==> config.mk <==
export PLATFORM = sky130hd
export DESIGN_NAME = uart_tx_ctrl
export DESIGN_NICKNAME = d
export VERILOG_FILES = /design/src/rtl/uart_tx_ctrl.sv
export SDC_FILE = /design/constraint.sdc
export NUM_CORES = 1
export LEC_CHECK = 0
export ABC_AREA = 1
export BUFFER_PORTS_ARGS = -buffer_cell sky130_fd_sc_hd__buf_4
export CORE_MARGIN = 2
export CORE_UTILIZATION = 25
export DETAILED_ROUTE_END_ITERATION = 16
export RECOVER_POWER = 25
export SLEW_MARGIN = 40
export SYNTH_ARGS = -nofsm -noshare
export SYNTH_HDL_FRONTEND = slang
export SYNTH_SLANG_ARGS = --single-unit
==> constraint.sdc <==
create_clock -name clk -period 4.8 [get_ports clk]
set_input_delay 0.72 -clock clk [delete_from_list [all_inputs] [get_ports clk]]
set_output_delay 0.72 -clock clk [all_outputs]
set_load 0.05 [all_outputs]
==> src/rtl/uart_tx_ctrl.sv <==
// Transmit-side frame builder for the MPU UART link: 11-byte frames streamed over valid/ready.
// Optional periodic auto-trigger is compiled in with `define UART_TX_AUTO_EN.
module uart_tx_ctrl #(
    parameter logic [7:0]  HEADER      = 8'h55,
    parameter int unsigned FRAME_GAP   = 16,
    parameter int unsigned AUTO_PERIOD = 1000000
) (
    input  logic        clk,
    input  logic        rst,
    input  logic [7:0]  reg_tx_cmd,
    input  logic [15:0] reg_tx_word0,
    input  logic [15:0] reg_tx_word1,
    input  logic [15:0] reg_tx_word2,
    input  logic [15:0] reg_tx_word3,
    input  logic        tx_start,
    input  logic        reg_auto_en,
    output logic [7:0]  tx_data,
    output logic        tx_vld,
    input  logic        tx_rdy,
    output logic        tx_busy,
    output logic [31:0] reg_frame_num,
    output logic [15:0] reg_drop_num,
    input  logic        reg_num_clr
);

    localparam int unsigned GapW = (FRAME_GAP > 1) ? $clog2(FRAME_GAP) : 1;
    localparam logic [GapW-1:0] GapLast = GapW'((FRAME_GAP > 0) ? FRAME_GAP - 1 : 0);

    typedef enum logic [2:0] {
        S_IDLE = 3'd0,
        S_HEAD = 3'd1,
        S_CMD  = 3'd2,
        S_DATA = 3'd3,
        S_SUM  = 3'd4,
        S_GAP  = 3'd5
    } state_e;

    state_e               state_q;
    logic [7:0]           cmd_q;
    logic [3:0][15:0]     words_q;
    logic [2:0]           byte_idx_q;
    logic [GapW-1:0]      gap_cnt_q;
    logic [7:0]           csum;
    logic                 trig;
    logic                 accept;
    logic                 frame_done;
    logic                 drop;

    // ------------------------------------------------------------------
    // Trigger source
    // ------------------------------------------------------------------
`ifdef UART_TX_AUTO_EN
    localparam logic [31:0] AutoLast = 32'((AUTO_PERIOD > 0) ? AUTO_PERIOD - 1 : 0);

    logic [31:0] auto_cnt_q;
    logic        auto_trig;

    assign auto_trig = reg_auto_en && (auto_cnt_q == AutoLast);

    always_ff @(posedge clk or posedge rst) begin
        if (rst) begin
            auto_cnt_q <= '0;
        end else if (!reg_auto_en || auto_trig) begin
            auto_cnt_q <= '0;
        end else begin
            auto_cnt_q <= auto_cnt_q + 32'd1;
        end
    end

    assign trig = tx_start | auto_trig;
`else
    logic unused_auto_en;
    logic [31:0] unused_auto_period;

    assign unused_auto_en     = reg_auto_en;
    assign unused_auto_period = 32'(AUTO_PERIOD);
    assign trig               = tx_start;
`endif

    // ------------------------------------------------------------------
    // Datapath helpers
    // ------------------------------------------------------------------
    function automatic logic [7:0] data_byte(input logic [3:0][15:0] w, input logic [2:0] idx);
        logic [15:0] word;
        word = w[idx[2:1]];
        return idx[0] ? word[15:8] : word[7:0];
    endfunction

    // Checksum is purely a function of the snapshot, so it is settled long before S_SUM.
    always_comb begin
        csum = HEADER + cmd_q;
        for (int i = 0; i < 4; i++) begin
            csum = csum + words_q[i][7:0] + words_q[i][15:8];
        end
    end

    assign accept     = tx_vld && tx_rdy;
    assign tx_busy    = (state_q != S_IDLE);
    assign frame_done = (state_q == S_SUM) && accept;
    assign drop       = trig && (state_q != S_IDLE);

    // ------------------------------------------------------------------
    // Frame FSM with registered byte/valid outputs
    // ------------------------------------------------------------------
    always_ff @(posedge clk or posedge rst) begin
        if (rst) begin
            state_q    <= S_IDLE;
            tx_data    <= 8'h00;
            tx_vld     <= 1'b0;
            cmd_q      <= 8'h00;
            words_q    <= '0;
            byte_idx_q <= 3'd0;
            gap_cnt_q  <= '0;
        end else begin
            unique case (state_q)
                S_IDLE: begin
                    if (trig) begin
                        cmd_q      <= reg_tx_cmd;
                        words_q[0] <= reg_tx_word0;
                        words_q[1] <= reg_tx_word1;
                        words_q[2] <= reg_tx_word2;
                        words_q[3] <= reg_tx_word3;
                        tx_data    <= HEADER;
                        tx_vld     <= 1'b1;
                        state_q    <= S_HEAD;
                    end
                end
                S_HEAD: begin
                    if (accept) begin
                        tx_data <= cmd_q;
                        state_q <= S_CMD;
                    end
                end
                S_CMD: begin
                    if (accept) begin
                        tx_data    <= data_byte(words_q, 3'd0);
                        byte_idx_q <= 3'd0;
                        state_q    <= S_DATA;
                    end
                end
                S_DATA: begin
                    if (accept) begin
                        if (byte_idx_q == 3'd7) begin
                            tx_data <= csum;
                            state_q <= S_SUM;
                        end else begin
                            tx_data    <= data_byte(words_q, byte_idx_q + 3'd1);
                            byte_idx_q <= byte_idx_q + 3'd1;
                        end
                    end
                end
                S_SUM: begin
                    if (accept) begin
                        tx_vld    <= 1'b0;
                        gap_cnt_q <= '0;
                        state_q   <= (FRAME_GAP == 0) ? S_IDLE : S_GAP;
                    end
                end
                S_GAP: begin
                    if (gap_cnt_q == GapLast) begin
                        state_q <= S_IDLE;
                    end else begin
                        gap_cnt_q <= gap_cnt_q + 1'b1;
                    end
                end
                default: begin
                    tx_vld  <= 1'b0;
                    state_q <= S_IDLE;
                end
            endcase
        end
    end

    // ------------------------------------------------------------------
    // Readback counters; clear wins over a same-cycle increment
    // ------------------------------------------------------------------
    always_ff @(posedge clk or posedge rst) begin
        if (rst) begin
            reg_frame_num <= 32'd0;
            reg_drop_num  <= 16'd0;
        end else if (reg_num_clr) begin
            reg_frame_num <= 32'd0;
            reg_drop_num  <= 16'd0;
        end else begin
            if (frame_done) begin
                reg_frame_num <= reg_frame_num + 32'd1;
            end
            if (drop && (reg_drop_num != 16'hFFFF)) begin
                reg_drop_num <= reg_drop_num + 16'd1;
            end
        end
    end

endmodule

==> impl_metrics.yaml <==
final_layout:
  antenna-diode-count: 0
  area_delta_synth_final_pct: 24.35
  nNetsFinal: 1328
  stdcell_count: 1654
  final_area_um2: 10880
  final_layout_size_suffix_gt1_share_pct: 18.43
worst_setup_path:
  endpoint_kind: "flop"
  crit_required_ps: 5100
  slowest_delay_ps: 580
  timing.critical_path.slowest_stage_cell: "fa_1"
  start_kind: "flop"
  path_cells: "fa_1 -> fa_1 -> fa_1 -> inv_1 -> fa_1 -> fa_1 -> inv_1 -> ha_1 -> nand2_1 -> inv_1 -> o21ai_0 -> nand2_1 -> xnor2_1 -> nand2_1 -> nand3_1 -> o21ai_0 -> a21oi_1 -> o21ai_0"
  r2r-start: "words_q[10]"
  rrSetupSlack_ps: 280
  ff2ff_path_depth: 18
  cp.arrival_ps: 4830
  cp-startpoint: "words_q[10]"
  crit_end: "tx_data[5]"
  regToRegEndpoint: "tx_data[5]"
  worstPathMaxFanout: 3
  worstSetupPathDepth: 18
  worstSetupPathType: "reg -> reg"
  critPathBufInv: 3
  cpMostUsedCell: "fa_1"
  critical-path-top-delay-family: "adder cells"
synthesis:
  ys_types: 43
  ys_warn_count: 0
  syn_area_per_cell_um2: 8.244
  syn-num-nets: 1203
  synth_seq_cells: 139
  synthCells: 1061
  syn-cell-area_um2: 8747
  yosysSeqAreaShare_pct: 39.77
cts:
  cts-resized-gates: 0
  ctsHoldBuffers: 0
  cts_buffers: 17
  cts_root_buf: "clkbuf_16"
  cts_htree_levels: 4
  cts_buffer_depth: 2
  clk_latency_ps: 430
  post_cts_buffers: 0
  clock-sinks: 139
  path_clk_slew_ps: 60
  cts_tree: "yes"
routing:
  viasPerCell: 4.519
  drtPass1Iterations: 5
  vias: 7474
  wl_per_cell_um: 14.92
  drt_iter0_drc: 360
  drc: 0
  wl_mm: 24.69
  postRouteAntennaNets: 0
placement:
  numPortBuffers: 134
  dp_cells: 1622
  dpl_cell_area_um2: 10240
  preCtsSetupSlack_ps: 311.0
  place.gp.congestion: 0.8741
  dpl.hpwl_mm: 18.70
global_routing:
  grt-ovfl-total: 0
  grt_pass1_wl_mm: 40.03
  antenna_found_initial: 0
  grt_pass1_vias: 7661
  track_usage_pct: 14.02
  grt_max_degree: 122
sta:
  final_hold_viol_count: 0
  worst_pin_slew_ps: 2447
  max_slew_margin_pct: -63.11
  layout_setup_ws_ps: 277.2
  fin_crit_ps: 4523
  fin_skew_ps: 10.45
  grt_setup_unrepaired: "no"
  finalCritPeriodShare_pct: 94.22
  tns_ps: 0
  slew_violations: 109
  setup_viol: 0
  fmax_mhz: 221.1
min_path:
  min-delay-start: "tx_data[7]"
  hp-class: "reg -> reg"
floorplan:
  fp.dieH_um: 191.1
  num_io_pins: 136
  rows: 68
  core_region_area_um2: 34460
  start_util_pct: 25.38
  die_area_um2: 36500
  die_w_um: 191.1
run_status:
  violations: "max-capacitance violations, max-slew violations"
  status: "complete, but fails checks"
run:
  drv_cap: 1
[state kept, by name (all words and copies together), names as in the netlist]
register       flops
byte_idx_q         3
cmd_q              8
gap_cnt_q          4
reg_drop_num      16
reg_frame_num     32
state_q            3
tx_data            8
tx_vld             1
words_q           64
[cell usage after synthesis (all sizes together)]
| library cell | number | share of area (%) |
|---|---|---|
| o21a | 6 | 0.51 |
| o211a | 1 | 0.11 |
| dfrtp | 139 | 40 |
| o32ai | 1 | 0.10 |
| and3 | 4 | 0.29 |
| fa | 43 | 9.8 |
| a211oi | 3 | 0.26 |
| nand2 | 214 | 9.2 |
| o21ai | 111 | 6.4 |
| mux2 | 24 | 3.1 |
| nor3 | 31 | 2.3 |
| a2bb2oi | 1 | 0.10 |
| o31ai | 9 | 0.77 |
| nor4 | 5 | 0.43 |
| xor2 | 8 | 0.80 |
| clkbuf | 19 | 0.82 |
| clkinv | 2 | 0.086 |
| a21oi | 60 | 3.4 |
| buf | 13 | 0.77 |
| nand4 | 15 | 1.2 |
| o221ai | 1 | 0.10 |
| nor2 | 75 | 3.7 |
| xnor2 | 6 | 0.60 |
| a22oi | 3 | 0.26 |
| nand3 | 61 | 3.6 |
| mux2i | 1 | 0.11 |
| o22ai | 2 | 0.14 |
| a2111o | 1 | 0.13 |
| o211ai | 7 | 0.60 |
| inv | 174 | 7.5 |
| ha | 21 | 3.0 |
[layer usage]
metal	GRT usage (%)	wire length (um)	up-vias	share of wire, %
met2	22.51	11580	112	47
met5	0	0	-	0
met4	5.000	578	0	2.3
met1	18.69	11570	3630	47
met3	2.901	959	32	3.9
li1	-	-	3700	-
[worst min-delay path by stage]
stage / endpoint / slack, ps / depth (start not counted)
after floorplan: gap_cnt_q[1] / 460 / 2
after global placement: tx_data[3] / 480 / 2
after detailed placement: tx_data[7] / 480 / 2
after CTS: words_q[7] / 480 / 2
after global routing: words_q[29] / 490 / 3
final: tx_data[7] / 500 / 2
[logic make-up (layout without fill, tap and decap cells)]
group,after synthesis,count (layout),share of synthesized area (%)
simple gates,405,405,20.77
xor+xnor,14,14,1.402
buf+inv,208,346,9.140
fa+ha+maj,64,64,12.85
compound gates,206,206,12.87
flops,139,139,39.77
mux,25,25,3.204
[layout make-up]
type / instances / area, um^2
fill: 3694 / 23580
tap: 455 / 569.3
sequential: 139 / 3478
multi-input combinational: 714 / 4477
clock buffer: 20 / 456.7
clock inverter: 12 / 186.4
inverter: 176 / 664.4
timing repair buffer: 138 / 1045
[worst register-to-register path, cell delays in order (launching register included)]
cell     delay, ps
dfrtp_1        410
fa_1           580
fa_1           450
fa_1           550
inv_1           60
fa_1           510
fa_1           520
inv_1           50
ha_1           230
nand2_1         70
inv_1           40
o21ai_0        130
nand2_1         90
xnor2_1        160
nand2_1         70
nand3_1         70
o21ai_0         80
a21oi_1        210
o21ai_0        110
[cell usage in the layout (no fill, tap or decap), types with 17 or more instances in the layout]
| cell type | count |
|---|---|
| dfrtp_1 | 139 |
| nand2_1 | 213 |
| a21oi_1 | 60 |
| buf_4 | 136 |
| nor2_1 | 65 |
| fa_1 | 43 |
| mux2_2 | 24 |
| o21ai_0 | 108 |
| inv_1 | 167 |
| nand3_1 | 59 |
| ha_1 | 20 |
| clkbuf_16 | 17 |
| nor3_1 | 26 |
[metrics by stage]
stage | hold slack [ps] | util, %
6_report | 501.1 | 31.56
5_1_grt | 491.8 | 31.56
4_1_cts | 478.9 | 31.59
3_5_place_dp | 482.8 | 29.72
3_3_place_gp | 475.8 | 29.71
2_1_floorplan | 460.5 | -
Power is not shown: default switching activity piles up to over one toggle a cycle in this logic, so the estimate is an artifact.
